**src/rtl/arb_pkg.sv**
```systemverilog
// arb_pkg: shared constants and helpers for the BRAM request arbiter.
//   ARB_FIXED / ARB_RR : arbitration mode selectors
//   AW / DW            : address and data widths
//   TAG_W              : width of a channel tag (covers up to 8 channels)
//   scan_idx           : channel examined at step i of a priority search
package arb_pkg;
   localparam int ARB_FIXED = 0;
   localparam int ARB_RR    = 1;
   localparam int AW        = 32;
   localparam int DW        = 32;
   localparam int TAG_W     = 3;

   // Round-robin starts one past the last winner and wraps; fixed scans upward from 0.
   function automatic int scan_idx(input int ptr, input int i, input int n, input bit rr);
      return rr ? (ptr + 1 + i) % n : i;
   endfunction
endpackage

```
**src/rtl/arb_tag_fifo.sv**
```systemverilog
// arb_tag_fifo: in-order FIFO of channel tags for outstanding memory requests.
//   clk, rst_n : clock, asynchronous active-low reset (clears pointers and count)
//   push, din  : enqueue din (ignored when full)
//   pop        : dequeue head (ignored when empty)
//   head       : oldest tag
//   full/empty : occupancy flags
//   count      : number of stored tags
module arb_tag_fifo #(
   parameter int DEPTH = 11,
   parameter int TAG_W = 3
) (
   input  logic             clk,
   input  logic             rst_n,
   input  logic             push,
   input  logic [TAG_W-1:0] din,
   input  logic             pop,
   output logic [TAG_W-1:0] head,
   output logic             full,
   output logic             empty,
   output logic [3:0]       count
);
   localparam int PW = (DEPTH > 1) ? $clog2(DEPTH) : 1;

   logic [TAG_W-1:0] mem [DEPTH];
   logic [PW-1:0]    wr_ptr, rd_ptr;
   logic             do_push, do_pop;

   assign full    = count == 4'(DEPTH);
   assign empty   = count == 4'd0;
   assign do_push = push && !full;
   assign do_pop  = pop && !empty;
   assign head    = mem[rd_ptr];

   always_ff @(posedge clk)
      if (do_push) mem[wr_ptr] <= din;

   always_ff @(posedge clk or negedge rst_n) begin
      if (!rst_n) begin
         wr_ptr <= '0;
         rd_ptr <= '0;
         count  <= '0;
      end else begin
         if (do_push) wr_ptr <= (wr_ptr == PW'(DEPTH - 1)) ? '0 : wr_ptr + 1'b1;
         if (do_pop)  rd_ptr <= (rd_ptr == PW'(DEPTH - 1)) ? '0 : rd_ptr + 1'b1;
         count <= count + 4'(do_push) - 4'(do_pop);
      end
   end
endmodule

```
**src/rtl/bram_req_arbiter.sv**
```systemverilog
// bram_req_arbiter: multi-channel arbiter in front of a pipelined BRAM, with in-order response routing.
//   wb_clk_i, wb_rst_ni        : clock, asynchronous active-low reset
//   req_val/we/sel/adr/dat     : per-channel request (channel k in slice k)
//   req_rdy                    : one-hot, request of that channel accepted this cycle
//   rsp_val, rsp_dat           : one-hot response strobe, shared response data
//   mem_stb/we/sel/adr/dat_o   : memory request port
//   mem_ack, mem_dat_i         : memory response, returned in issue order
//   out_cnt                    : outstanding request count
//   err                        : sticky flag, ack seen with nothing outstanding
module bram_req_arbiter
   import arb_pkg::*;
#(
   parameter int N_CH     = 4,
   parameter int MAX_OUT  = 11,
   parameter int ARB_MODE = 1
) (
   input  logic               wb_clk_i,
   input  logic               wb_rst_ni,
   input  logic [N_CH-1:0]    req_val,
   input  logic [N_CH-1:0]    req_we,
   input  logic [4*N_CH-1:0]  req_sel,
   input  logic [AW*N_CH-1:0] req_adr,
   input  logic [DW*N_CH-1:0] req_dat,
   output logic [N_CH-1:0]    req_rdy,
   output logic [N_CH-1:0]    rsp_val,
   output logic [DW-1:0]      rsp_dat,
   output logic               mem_stb,
   output logic               mem_we,
   output logic [3:0]         mem_sel,
   output logic [AW-1:0]      mem_adr,
   output logic [DW-1:0]      mem_dat_o,
   input  logic               mem_ack,
   input  logic [DW-1:0]      mem_dat_i,
   output logic [3:0]         out_cnt,
   output logic               err
);
   logic [N_CH-1:0]  elig;
   logic [TAG_W-1:0] win, rr_ptr, head;
   logic             grant, full, empty, ack_ok;

   // Full is decided from registered state only, so mem_ack never reaches req_rdy.
   assign elig   = req_val & {N_CH{!full && wb_rst_ni}};
   assign ack_ok = mem_ack && !empty && wb_rst_ni;

   always_comb begin
      grant = 1'b0;
      win   = '0;
      for (int i = 0; i < N_CH; i++)
         for (int k = 0; k < N_CH; k++)
            if (!grant && elig[k] && k == scan_idx(int'(rr_ptr), i, N_CH, ARB_MODE == ARB_RR)) begin
               grant = 1'b1;
               win   = TAG_W'(k);
            end
   end

   always_comb begin
      req_rdy   = '0;
      mem_we    = 1'b0;
      mem_sel   = '0;
      mem_adr   = '0;
      mem_dat_o = '0;
      for (int k = 0; k < N_CH; k++)
         if (grant && win == TAG_W'(k)) begin
            req_rdy[k] = 1'b1;
            mem_we     = req_we[k];
            mem_sel    = req_sel[4*k +: 4];
            mem_adr    = req_adr[AW*k +: AW];
            mem_dat_o  = req_dat[DW*k +: DW];
         end
   end

   assign mem_stb = grant;
   assign rsp_val = ack_ok ? N_CH'(1) << head : '0;
   assign rsp_dat = ack_ok ? mem_dat_i : '0;

   always_ff @(posedge wb_clk_i or negedge wb_rst_ni) begin
      if (!wb_rst_ni) begin
         rr_ptr <= TAG_W'(N_CH - 1);
         err    <= 1'b0;
      end else begin
         if (grant) rr_ptr <= win;
         if (mem_ack && empty) err <= 1'b1;
      end
   end

   arb_tag_fifo #(.DEPTH(MAX_OUT), .TAG_W(TAG_W)) u_fifo (
      .clk   (wb_clk_i),
      .rst_n (wb_rst_ni),
      .push  (grant),
      .din   (win),
      .pop   (ack_ok),
      .head  (head),
      .full  (full),
      .empty (empty),
      .count (out_cnt)
   );
endmodule
```
**config.mk**
```make
export PLATFORM = sky130hd
export DESIGN_NAME = bram_req_arbiter
export DESIGN_NICKNAME = d
export VERILOG_FILES = /design/src/rtl/arb_pkg.sv /design/src/rtl/arb_tag_fifo.sv /design/src/rtl/bram_req_arbiter.sv
export SDC_FILE = /design/constraint.sdc
export NUM_CORES = 1
export LEC_CHECK = 0
export BUFFER_PORTS_ARGS = -buffer_cell sky130_fd_sc_hd__buf_2
export CELL_PAD_IN_SITES_DETAIL_PLACEMENT = 0
export CELL_PAD_IN_SITES_GLOBAL_PLACEMENT = 2
export CORE_ASPECT_RATIO = 0.5
export CORE_MARGIN = 8
export CORE_UTILIZATION = 18
export CTS_CLUSTER_SIZE = 8
export DETAILED_ROUTE_END_ITERATION = 8
export PLACE_DENSITY_LB_ADDON = 0.2
export SYNTH_ARGS = -nofsm -noshare
export SYNTH_HDL_FRONTEND = slang
export SYNTH_SLANG_ARGS = --single-unit
```
**constraint.sdc**
```tcl
create_clock -name wb_clk_i -period 2.45 [get_ports wb_clk_i]
set_clock_uncertainty 0.1 [all_clocks]
set_input_delay 0.49 -clock wb_clk_i [delete_from_list [all_inputs] [get_ports wb_clk_i]]
set_output_delay 0.49 -clock wb_clk_i [all_outputs]
set_load 0.1 [all_outputs]
```
## Word level (Yosys, flattened, before mapping)

Memory sizes are Yosys's and may differ from the RTL's.
Cells that the tools add are included.

- Add/sub/neg operators: 8
- Equality and inequality tests: 18
- Shift operators: 1
- Muxes and demuxes: 57
- Bitwise operators: 5
- Reduce and logical (&&, ||, !) cells: 68

Operators with widths:

| cell | number |
|---|---|
| $mux 32 | 9 |
| $logic_not 32->1 | 4 |
| $logic_and 1x1->1 | 41 |
| $mux 3 | 13 |
| $mux 4 | 7 |
| $mux 1 | 27 |
| $eq 3x3->1 const A | 8 |
| $logic_not 1->1 | 17 |
| $eq 2x3->1 const A | 4 |
| $eq 4x4->1 const B | 3 |
| $add 4x1->4 const B | 2 |
| $reduce_or 2->1 | 4 |
| $eq 3x2->1 const B | 2 |
| $add 2x1->2 const B | 2 |
| $add 2x2->2 const B | 2 |
| $add 4x1->4 | 1 |
| $and 1x1->1 const A | 4 |
| $and 4x4->4 | 1 |
| $logic_not 4->1 | 1 |
| $shl 1x3->4 const A | 1 |
| $sub 4x1->4 | 1 |
| $eq 3x1->1 const B | 1 |
| $logic_not 3->1 | 1 |
| $mux 2 | 1 |

- Bits in registers: 15
- RAM bits: 33
- Output and inout bits: 115
- Memories kept: 1

Memory list:

| memory | words | width | read ports | clocked after Yosys merged registers in | write ports | line | source |
|---|---|---|---|---|---|---|---|
| u_fifo.mem | 11 | 3 | 1 | 0 | 1 | arb_tag_fifo.sv:24 | `logic [TAG_W-1:0] mem [DEPTH];` |

## Logic depth before layout (Yosys ltp)

Gate-level depths: netlist (run 1).

- Word-level depth: 72
- Depth in mapped cells: 10
- Mapped depth without buffers: 10

## Cells and area by module

Synthesis (run 1) repeated with hierarchy kept, for this count alone.

- Cell total of the unflattened synthesis: 658
- Area total of the unflattened synthesis: 5,077.4 um^2

Modules (own cells, without submodules):

| module | times used | cells an instance | area an instance (um^2) | seq. area each (um^2) |
|---|---|---|---|---|
| bram_req_arbiter | 1 | 509 | 3,025.4 | 77.6 |
| arb_tag_fifo | 1 | 149 | 2,052.0 | 1,291.2 |

## Worst setup path after synthesis (run 1)

OpenSTA, ideal clock, no wires.

- Kind: register to output
- Start point: register u_fifo.count[2]
- End point: output port req_rdy[0]
- Arrival: 4,707 ps
- Required time: 1,860 ps
- Setup slack: -2,847 ps
- Stages on the path, launching flop included: 7
- Path buffers: 0
- Cells stage by stage: dfrtp_1 -> inv_1 -> ha_1 -> nand3_1 -> nand2_1 -> or2_2 -> nor4_1

- Word-level cells in the longest chain between the ends: 69
- Elaborated cells on any way between the ends: 84
- Those cells by class: 1 x eq/ne; 32 x mux; 1 x bitwise; 50 x reduce/logical

RTL lines:

| what | line | source |
|---|---|---|
| from (decl) | arb_tag_fifo.sv:20 | `output logic [3:0] count` |
| from (signal assigned) | arb_tag_fifo.sv:45 | `count <= count + 4'(do_push) - 4'(do_pop);` |
| $eq 4x4->1 (*) | arb_tag_fifo.sv:28 | `assign full = count == 4'(DEPTH);` |
| $logic_not 1->1 (*) | bram_req_arbiter.sv:42 | `assign elig = req_val & {N_CH{!full && wb_rst_ni}};` |
| $logic_and 1x1->1 (*) | bram_req_arbiter.sv:42 |  |
| $and 4x4->4 (*) | bram_req_arbiter.sv:42 |  |
| $logic_and 1x1->1 | bram_req_arbiter.sv:50 | `if (!grant && elig[k] && k == scan_idx(int'(rr_ptr), i, N_CH, ARB_MODE == ARB_RR)) begin` |
| $mux 1 | bram_req_arbiter.sv:50 |  |
| $logic_not 1->1 | bram_req_arbiter.sv:50 |  |
| $logic_and 1x1->1 (2 in series) | bram_req_arbiter.sv:50 |  |
| [... 50 more ...] | -- |  |
| $logic_and 1x1->1 (2 in series) | bram_req_arbiter.sv:50 |  |
| $mux 1 | bram_req_arbiter.sv:50 |  |
| $logic_not 1->1 | bram_req_arbiter.sv:50 |  |
| $logic_and 1x1->1 (2 in series) | bram_req_arbiter.sv:50 |  |
| $mux 3 | bram_req_arbiter.sv:50 |  |
| $logic_not 3->1 | bram_req_arbiter.sv:63 | `if (grant && win == TAG_W'(k)) begin` |
| $logic_and 1x1->1 (*) | bram_req_arbiter.sv:63 |  |
| $mux 1 (*) | bram_req_arbiter.sv:63 |  |
| to (decl) | bram_req_arbiter.sv:24 | `output logic [N_CH-1:0] req_rdy,` |

Mark *: on every way between the ends. The rest lies on a longest branch, timed or not.

## Final worst setup path (run 1)

- Start point: register rr_ptr[0]
- End point: output port mem_adr[28]

- Word-level cells in the longest chain between the ends: 72
- Elaborated cells on any way between the ends: 117
- Those cells by class: 4 x add/sub; 15 x eq/ne; 35 x mux; 4 x bitwise; 59 x reduce/logical

RTL lines:

| what | line | source |
|---|---|---|
| from (decl) | bram_req_arbiter.sv:38 | `logic [TAG_W-1:0] win, rr_ptr, head;` |
| from (signal assigned) | bram_req_arbiter.sv:78 | `rr_ptr <= TAG_W'(N_CH - 1);` |
| from (signal assigned) | bram_req_arbiter.sv:81 | `if (grant) rr_ptr <= win;` |
| $add 2x1->2 (*) | arb_pkg.sv:15 | `return rr ? (ptr + 1 + i) % n : i;` |
| $reduce_or 2->1 (no line) | -- |  |
| $and 1x1->1 (no line) | -- |  |
| $logic_not 32->1 | bram_req_arbiter.sv:50 |  |
| $logic_and 1x1->1 | bram_req_arbiter.sv:50 |  |
| $mux 1 | bram_req_arbiter.sv:50 |  |
| $logic_not 1->1 | bram_req_arbiter.sv:50 |  |
| $logic_and 1x1->1 (2 in series) | bram_req_arbiter.sv:50 |  |
| [... 52 more ...] | -- |  |
| $mux 1 | bram_req_arbiter.sv:50 |  |
| $logic_not 1->1 | bram_req_arbiter.sv:50 |  |
| $logic_and 1x1->1 (2 in series) | bram_req_arbiter.sv:50 |  |
| $mux 3 | bram_req_arbiter.sv:50 |  |
| $logic_not 3->1 | bram_req_arbiter.sv:63 |  |
| $logic_and 1x1->1 | bram_req_arbiter.sv:63 |  |
| $mux 32 (3 in series) | bram_req_arbiter.sv:63 |  |
| $mux 32 (*) | bram_req_arbiter.sv:63 |  |
| to (decl) | bram_req_arbiter.sv:30 | `output logic [AW-1:0] mem_adr,` |

Marked as above.

==> results of run 1 <==
-- worst max-delay path: cells and delay by family (launching register included) --
family / cells / cell delay, ns
AO/OA/AOI/OAI: 4 / 0.63
AND/OR/NAND/NOR: 1 / 0.05
flip-flops: 1 / 0.62
buffers and inverters: 5 / 0.80
-- per-layer routing --
layer	track usage	up-vias	routed length, um
met3	0.0266	30	1590
met5	0	-	8
met4	0.0435	2	533
met2	0.339	219	20000
li1	-	3823	-
met1	0.214	4123	15600
-- area by class of cell --
type / count / share of cell area
repair buffers: 553 / 0.417
flip-flops and latches: 37 / 0.0790
diodes: 9 / 0.00170
clock buffers: 6 / 0.00970
inverters: 14 / 0.00443
well taps: 399 / 0.0376
multi-input cells: 573 / 0.448
clock inverters: 2 / 0.00292
-- kinds of logic after synthesis --
kind of cell / count (synthesis) / share of synthesized area
and+or+nand+nor: 167 / 0.156
xor gates and xnor gates: 4 / 0.00629
adders and majority gates: 7 / 0.0171
buffers and inverters: 117 / 0.0984
DFF: 37 / 0.186
AOI/OAI and AO/OA: 386 / 0.510
muxes: 9 / 0.0256
-- timing repair --
item,4_1_cts,5_1_grt
pin swaps,7,28
setup buffers,12,11
gates resized for setup,82,74
gates cloned,9,10
setup endpoints to repair,106,123
-- state kept, by name (all words and copies together) (netlist names) --
signal         cells
err                1
rr_ptr             2
u_fifo.count       4
u_fifo.mem        22
u_fifo.rd_ptr      4
u_fifo.wr_ptr      4
-- how the worst min path moves through the flow --
stage / depth (start not counted) / slack, ns / start / to
3_3_place_gp: 1 / 0.36 / err / err
4_1_cts: 3 / 0.29 / wb_rst_ni / u_fifo.wr_ptr[1]
5_1_grt: 3 / 0.34 / wb_rst_ni / u_fifo.wr_ptr[0]
3_5_place_dp: 1 / 0.37 / err / err
6_report: 3 / 0.30 / wb_rst_ni / err
2_1_floorplan: 0 / 0.09 / wb_rst_ni / err
-- power by group --
part	switching, mW	internal [mW]
Combinational	9.34	5.83
Sequential	0.231	0.890
Clock	0.246	0.482
Total	9.82	7.21
-- Yosys cell counts (2+ instances only) --
library cell | instances | share of area
o21a_1 | 3 | 0.0040
a22o_1 | 2 | 0.0031
nor3_1 | 4 | 0.0036
a21boi_0 | 2 | 0.0027
nor2b_1 | 8 | 0.0090
and2_1 | 33 | 0.037
dfstp_2 | 2 | 0.0094
nand2_1 | 15 | 0.010
or2_2 | 2 | 0.0022
nand2b_1 | 5 | 0.0056
a21oi_1 | 146 | 0.13
o22ai_1 | 2 | 0.0022
buf_2 | 24 | 0.022
xnor2_1 | 3 | 0.0047
a22oi_1 | 58 | 0.078
nor2_1 | 20 | 0.013
o21ai_0 | 12 | 0.011
o2bb2ai_2 | 12 | 0.032
o2bb2ai_1 | 57 | 0.090
a22oi_2 | 12 | 0.027
ha_1 | 6 | 0.013
buf_1 | 2 | 0.0013
nand3_1 | 73 | 0.066
a31o_2 | 2 | 0.0031
mux2i_1 | 3 | 0.0054
clkbuf_1 | 66 | 0.044
o221ai_1 | 69 | 0.11
mux4_2 | 4 | 0.016
a21o_1 | 2 | 0.0027
buf_6 | 10 | 0.020
inv_1 | 14 | 0.0094
dfrtp_1 | 13 | 0.058
o311ai_2 | 2 | 0.0058
and3_1 | 2 | 0.0022
mux2_2 | 2 | 0.0040
edfxtp_1 | 22 | 0.12
==> results.txt, run 1 <==
- Timing analysis after detailed placement gives a worst setup slack of -0.384 ns.
- Once routing completed, OpenROAD measured the worst setup slack at -0.546 ns.
- Critical Path AT: 2.41 ns
- In this run the critical register-to-register path is captured at u_fifo.mem[0][1].
* Highest-count cells in the layout ignoring fill and taps: buf_2, buf_12, a21oi_1
- Final non-filler cell area: between 10000 and 15000 um^2
* Kind of launch point of the worst setup path: flop
- The longest clock path from root to sink contains 2 buffers.
- Footprint of the multi-input gates: ~6000 um^2
* Count of max-cap constraint violations: 0
* Post-route insts no fill: roughly 1600
* Crit path launch: rr_ptr[0]
- Peak supply drop: 851 uV
- Cell type of the slowest stage on the worst timing path: dfstp_2
* Wire per inst: 23.7 um
- Data on the critical path is required at its endpoint by 1.86 ns.
- The clock net in this run drives a total of 37 sinks.
- Setup TNS: -36.94 ns
* Post-cts hold buffer count: 0
* Kind of capture point of the worst setup path: output port
- Yosys mapped a number of flops with a built-in enable equal to 22.
- Clock tree synthesis selected as its root buffer the cell clkbuf_16.
- The floorplan has 45 rows.
* Number of port buffers: 429
- The analysis attributes to cell leakage a power of 5.27 nW.
- Slew of the pin with the lowest slew margin: 0.487 ns
- The synthesized design contains 37 register bits.
- RR Startpoint: rr_ptr[0]
- Placeable Area: 30400 um^2
* Largest net degree at the start of global routing: 41
* Yosys Warn Count: 0
- In this run the worst hold path is classified as in -> async.
- Most frequent standard cell in the layout excluding fill and tap cells: buf_2
- Final worst-path cycle share: 1.22
* CTS H-tree depth: 2
- The final layout contains routed wiring with a total length of ~38 mm.
* Iter 0 DRT Violations: 467
- Routed via count divided by cell count: 5.15
* Layout overhead on the synthesized area: 138%
- Area taken by flip-flops and latches: 1050 um^2
* Placed cell areas: 11900 um^2
- The final layout contains 1506 nets.
* Die Span Y: 140 um
- In this run, placement finished with an instance count of between 1500 and 2000.
- After layout, the design draws a total of 17.0 mW.
- WS Path Type: reg -> out
* Initial antenna violation count: 10
- Placed wire-length estimate: 26.9 mm
* Worst path cell trace: buf_12, nor2b_4, buf_4, a21oi_4, o311ai_4, buf_12, buf_16, a21oi_1, o2bb2ai_4, buf_12
* Chip width: about 260 um
* Share of layout cells above drive strength 1: 0.691
* Critical path peak fanout: 10
- The first detailed-routing pass ran for 5 iterations.
* Remaining Overflow, GRT: 0
- Syn Nets: 1049
- Clock period minus final worst setup slack: 3.00 ns
- Final hold slack: 0.296 ns
* First-pass GRT wire length: 53.4 mm
- The number of clock buffers added by TritonCTS is 5.
* Average cell area after synthesis: 7.66 um^2
* CP most frequent cell: buf_12
- Effective utilization at floorplan: 0.183
- Global-route total usage across every layer: 0.180
* Max Freq: 334 MHz
- Power density over cell area: 1280 nW/um^2
* Netlist area before placement: roughly 5600 um^2
- Number of global-route vias before repair: 8434
- Flip-flop cell with the highest count after synthesis: edfxtp_1
- Setup repair after global routing could not meet its margin everywhere.
- In this run, distinct cell masters in the synthesized netlist total 49.
* Worst Reg-to-Reg Cells: 9
* Mapped Cells: 727
* Clock-pin slew on the worst setup and hold paths: roughly 0.060 ns
- Vias post-DR: ~8200
- Final hold viol count: 0
* Outcome: complete, but fails checks
- The worst register-to-register path has a setup slack of -0.01 ns.
- TritonCTS built the clock tree.
- Max Transition Viols Final: 0
- Count of antenna-violating nets left after detailed routing: 0
- Worst slew margin: 0.675
- Capture point of the critical path: mem_adr[28]
- DRC: 0
- Latest clock arrival within the worst-skew pair: 0.28 ns
- The die covers ~37000 um^2.
- Setup-violating endpoint count in the final report: 81
- Routability-driven placement finished with a final weighted congestion of roughly 0.8.
* Sequential-to-total area share from yosys stat: 0.186
- Failing checks: negative setup slack
- Final core utilization: 0.437
* Fraction of registers with async set or reset after synthesis: 0.405
- Number of fillers in the final layout: 2894
- I/O pin count: 430
- Worst path max stage delay: between 0.6 and 0.7 ns
No activity file was read; power rests on OpenSTA's default activity.
==> run 2, diff against run 1 <==
--- a/config.mk
+++ b/config.mk
@@ -9,7 +9,6 @@
 export CELL_PAD_IN_SITES_DETAIL_PLACEMENT = 0
 export CELL_PAD_IN_SITES_GLOBAL_PLACEMENT = 2
 export CORE_ASPECT_RATIO = 0.5
-export CORE_MARGIN = 8
 export CORE_UTILIZATION = 18
 export CTS_CLUSTER_SIZE = 8
 export DETAILED_ROUTE_END_ITERATION = 8
==> run 2 against run 1 <==
Compared with the run above:
- the flow still finishes with violations (negative setup slack)
- wire length down 11%
- utilization down 0.18 points
- register-to-register slack better by 0.15 ns
- critical path type unchanged
- critical endpoint is now mem_adr[29]
- design area down 0.41%
==> results.txt, run 2 (same netlist as run 1, synthesis figures left out) <==
* Outcome: complete, but fails checks
- Failing checks: negative setup slack
* Power, Total: 16.9 mW
* Clock-pin slew on the worst setup and hold paths: 0.05 ns
* Slew of the pin with the lowest slew margin: 0.581 ns
- Clock period minus final worst setup slack: just under 3 ns
- Setup TNS: -34.68 ns
* Initial antenna violation count: 3
- Final worst-path cycle share: 1.21
* Post-route insts no fill: between 1500 and 2000
* Master cell of the clock root buffer: clkbuf_16
- The final route contains 8123 vias.
* RR Startpoint: rr_ptr[0]
- Of the total power, the share spent switching nets is 0.573.
- The library cells used most frequently in the layout, excluding fill and tap cells, are buf_2, buf_12, a21oi_1.
* Weighted congestion at the end of routability-driven global placement: 0.818
- CTS H-tree depth: 2
- TritonCTS clock tree: yes
* Number of port buffers: 429
- The worst hold path belongs to the class in -> async.
* Wire per inst: 21.0 um
* Worst Reg-to-Reg Cells: 8
* Kind of launch point of the worst setup path: flop
- In this run, placement finished with an instance count of 1537.
- Critical Path AT: 2.38 ns
* DRC: 0
* Placed cell areas: between 10000 and 15000 um^2
* Post-cts hold buffer count: 0
* Number of fillers in the final layout: around 2900
- Most frequent standard cell in the layout excluding fill and tap cells: buf_2
* Final wirelength: between 30 and 40 mm
* Number of clock buffers inserted by TritonCTS: 5
- Row count: 45
- Across every metal layer, demand over resource in global routing totals 0.189.
- Layout overhead on the synthesized area: 137%
* Number of global-route vias before repair: about 8100
- Chip width: ~250 um
- The region available for standard cell placement spans about 30000 um^2.
- Setup-violating endpoint count in the final report: 77
- Biggest register: u_fifo.mem
- The first routing iteration left 584 violations.
- In the post-route analysis, the smallest setup slack over all paths is -0.517 ns.
- I/O pin count: 430
- Setup repair after global routing could not meet its margin everywhere.
- Placed wire-length estimate: about 24 mm
- Final non-filler cell area: about 13000 um^2
* Count of max-cap constraint violations: 0
* Die Span Y: between 100 and 150 um
* WS Path Type: reg -> out
* Net total in the final layout: between 1500 and 2000
- Based on the critical path, the design can be clocked at up to 337 MHz.
- The die covers 31700 um^2.
* Remaining Overflow, GRT: 0
- First-pass GRT wire length: 47.8 mm
* Largest buffer count on any clock path: 2
- Clock network fraction of total power: 0.041
- Switching power of the nets: 9.68 mW
* Kind of capture point of the worst setup path: output port
- Total internal power: 7.21 mW
- OpenSTA, run right after detailed placement, puts the worst setup slack at -0.408 ns.
- Dividing total power by cell area gives a power density of approximately 1300 nW/um^2.
* Final hold slack: about 0.17 ns
* Latest clock arrival within the worst-skew pair: 0.28 ns
- Critical path peak fanout: 6
* Routed via count divided by cell count: 5.09
- Count of TritonRoute iterations in the first routing pass: 5
- For this run, the share of the core covered by cells in the final layout is 0.435.
* Peak supply drop: 746 uV
- The endpoint identified for the worst register-to-register timing path is u_fifo.mem[9][1].
* Sequential Power Share: 0.066
- Across all register-to-register paths, the minimum setup slack is 0.14 ns.
- Of the total power, combinational logic draws 0.892.
* Max Transition Viols Final: 0
- Measured against its own limit, the worst slew margin works out to 0.612.
- Number of clock sinks: 37
- Count of antenna-violating nets left after detailed routing: 0
* Max reg flops: 22
* P_leak: 5.24 nW
- Data required time of the worst path: 1.86 ns
- In the final layout, the share of cells above drive strength 1 is 0.680.
* Largest net degree at the start of global routing: 51
- Final hold viol count: 0
- The initial utilization of the core area, before any placement, comes to 0.183.
-- run 2: what timing repair did --
item	in CTS	in global routing
gates resized for setup	44	85
buffers inserted	16	14
setup endpoints to repair	97	124
pin swaps	11	72
gates cloned	7	13
-- run 2: layout make-up --
| cell class | count | area, um^2 | share of cell area |
|---|---|---|---|
| multi-input combinational | 573 | 5870 | 0.444 |
| inverter | 14 | 62.6 | 0.00473 |
| clock inverter | 2 | 33.8 | 0.00255 |
| timing repair buffer | 564 | 5580 | 0.422 |
| antenna | 2 | 5.00 | 0.000378 |
| clock buffer | 6 | 129 | 0.00974 |
| sequential | 37 | 1050 | 0.0794 |
| tap | 399 | 499 | 0.0377 |
-- run 2: worst max-delay path by stage --
stage / startpoint / end / cells after the start / slack [ns]
after global placement: req_val[0] / mem_adr[14] / 8 / -0.37
after global routing: rr_ptr[0] / mem_dat_o[23] / 9 / -0.58
after detailed placement: req_val[1] / mem_adr[4] / 9 / -0.41
final: rr_ptr[0] / mem_adr[29] / 10 / -0.52
after CTS: rr_ptr[0] / mem_adr[29] / 10 / -0.51
after floorplan: req_val[3] / mem_adr[25] / 8 / -0.53
-- run 2: per-layer routing --
layer,wire [um],track usage,vias to the layer above
li1,-,-,3832
met1,15000,0.248,4041
met2,16900,0.340,222
met3,1190,0.0166,28
met4,365,0.0350,0
met5,0,0,-
-- run 2: worst max-delay path: stages (launching register included) --
cell	delay (ns)
dfstp_2	0.60
buf_6	0.13
nor2b_4	0.05
o311ai_4	0.28
a211oi_4	0.07
buf_6	0.15
buf_12	0.13
buf_16	0.13
a22oi_2	0.29
o2bb2ai_4	0.09
buf_12	0.17
-- run 2: power groups by stage --
stage	Sequential [mW]	Combinational [mW]	Clock (mW)
after detailed placement	1.12	13.6	0
final	1.12	15.1	0.701
after global routing	1.16	15.7	0.745
after global placement	1.12	13.5	0
after floorplan	1.32	8.81	0
after CTS	1.11	14.2	0.717
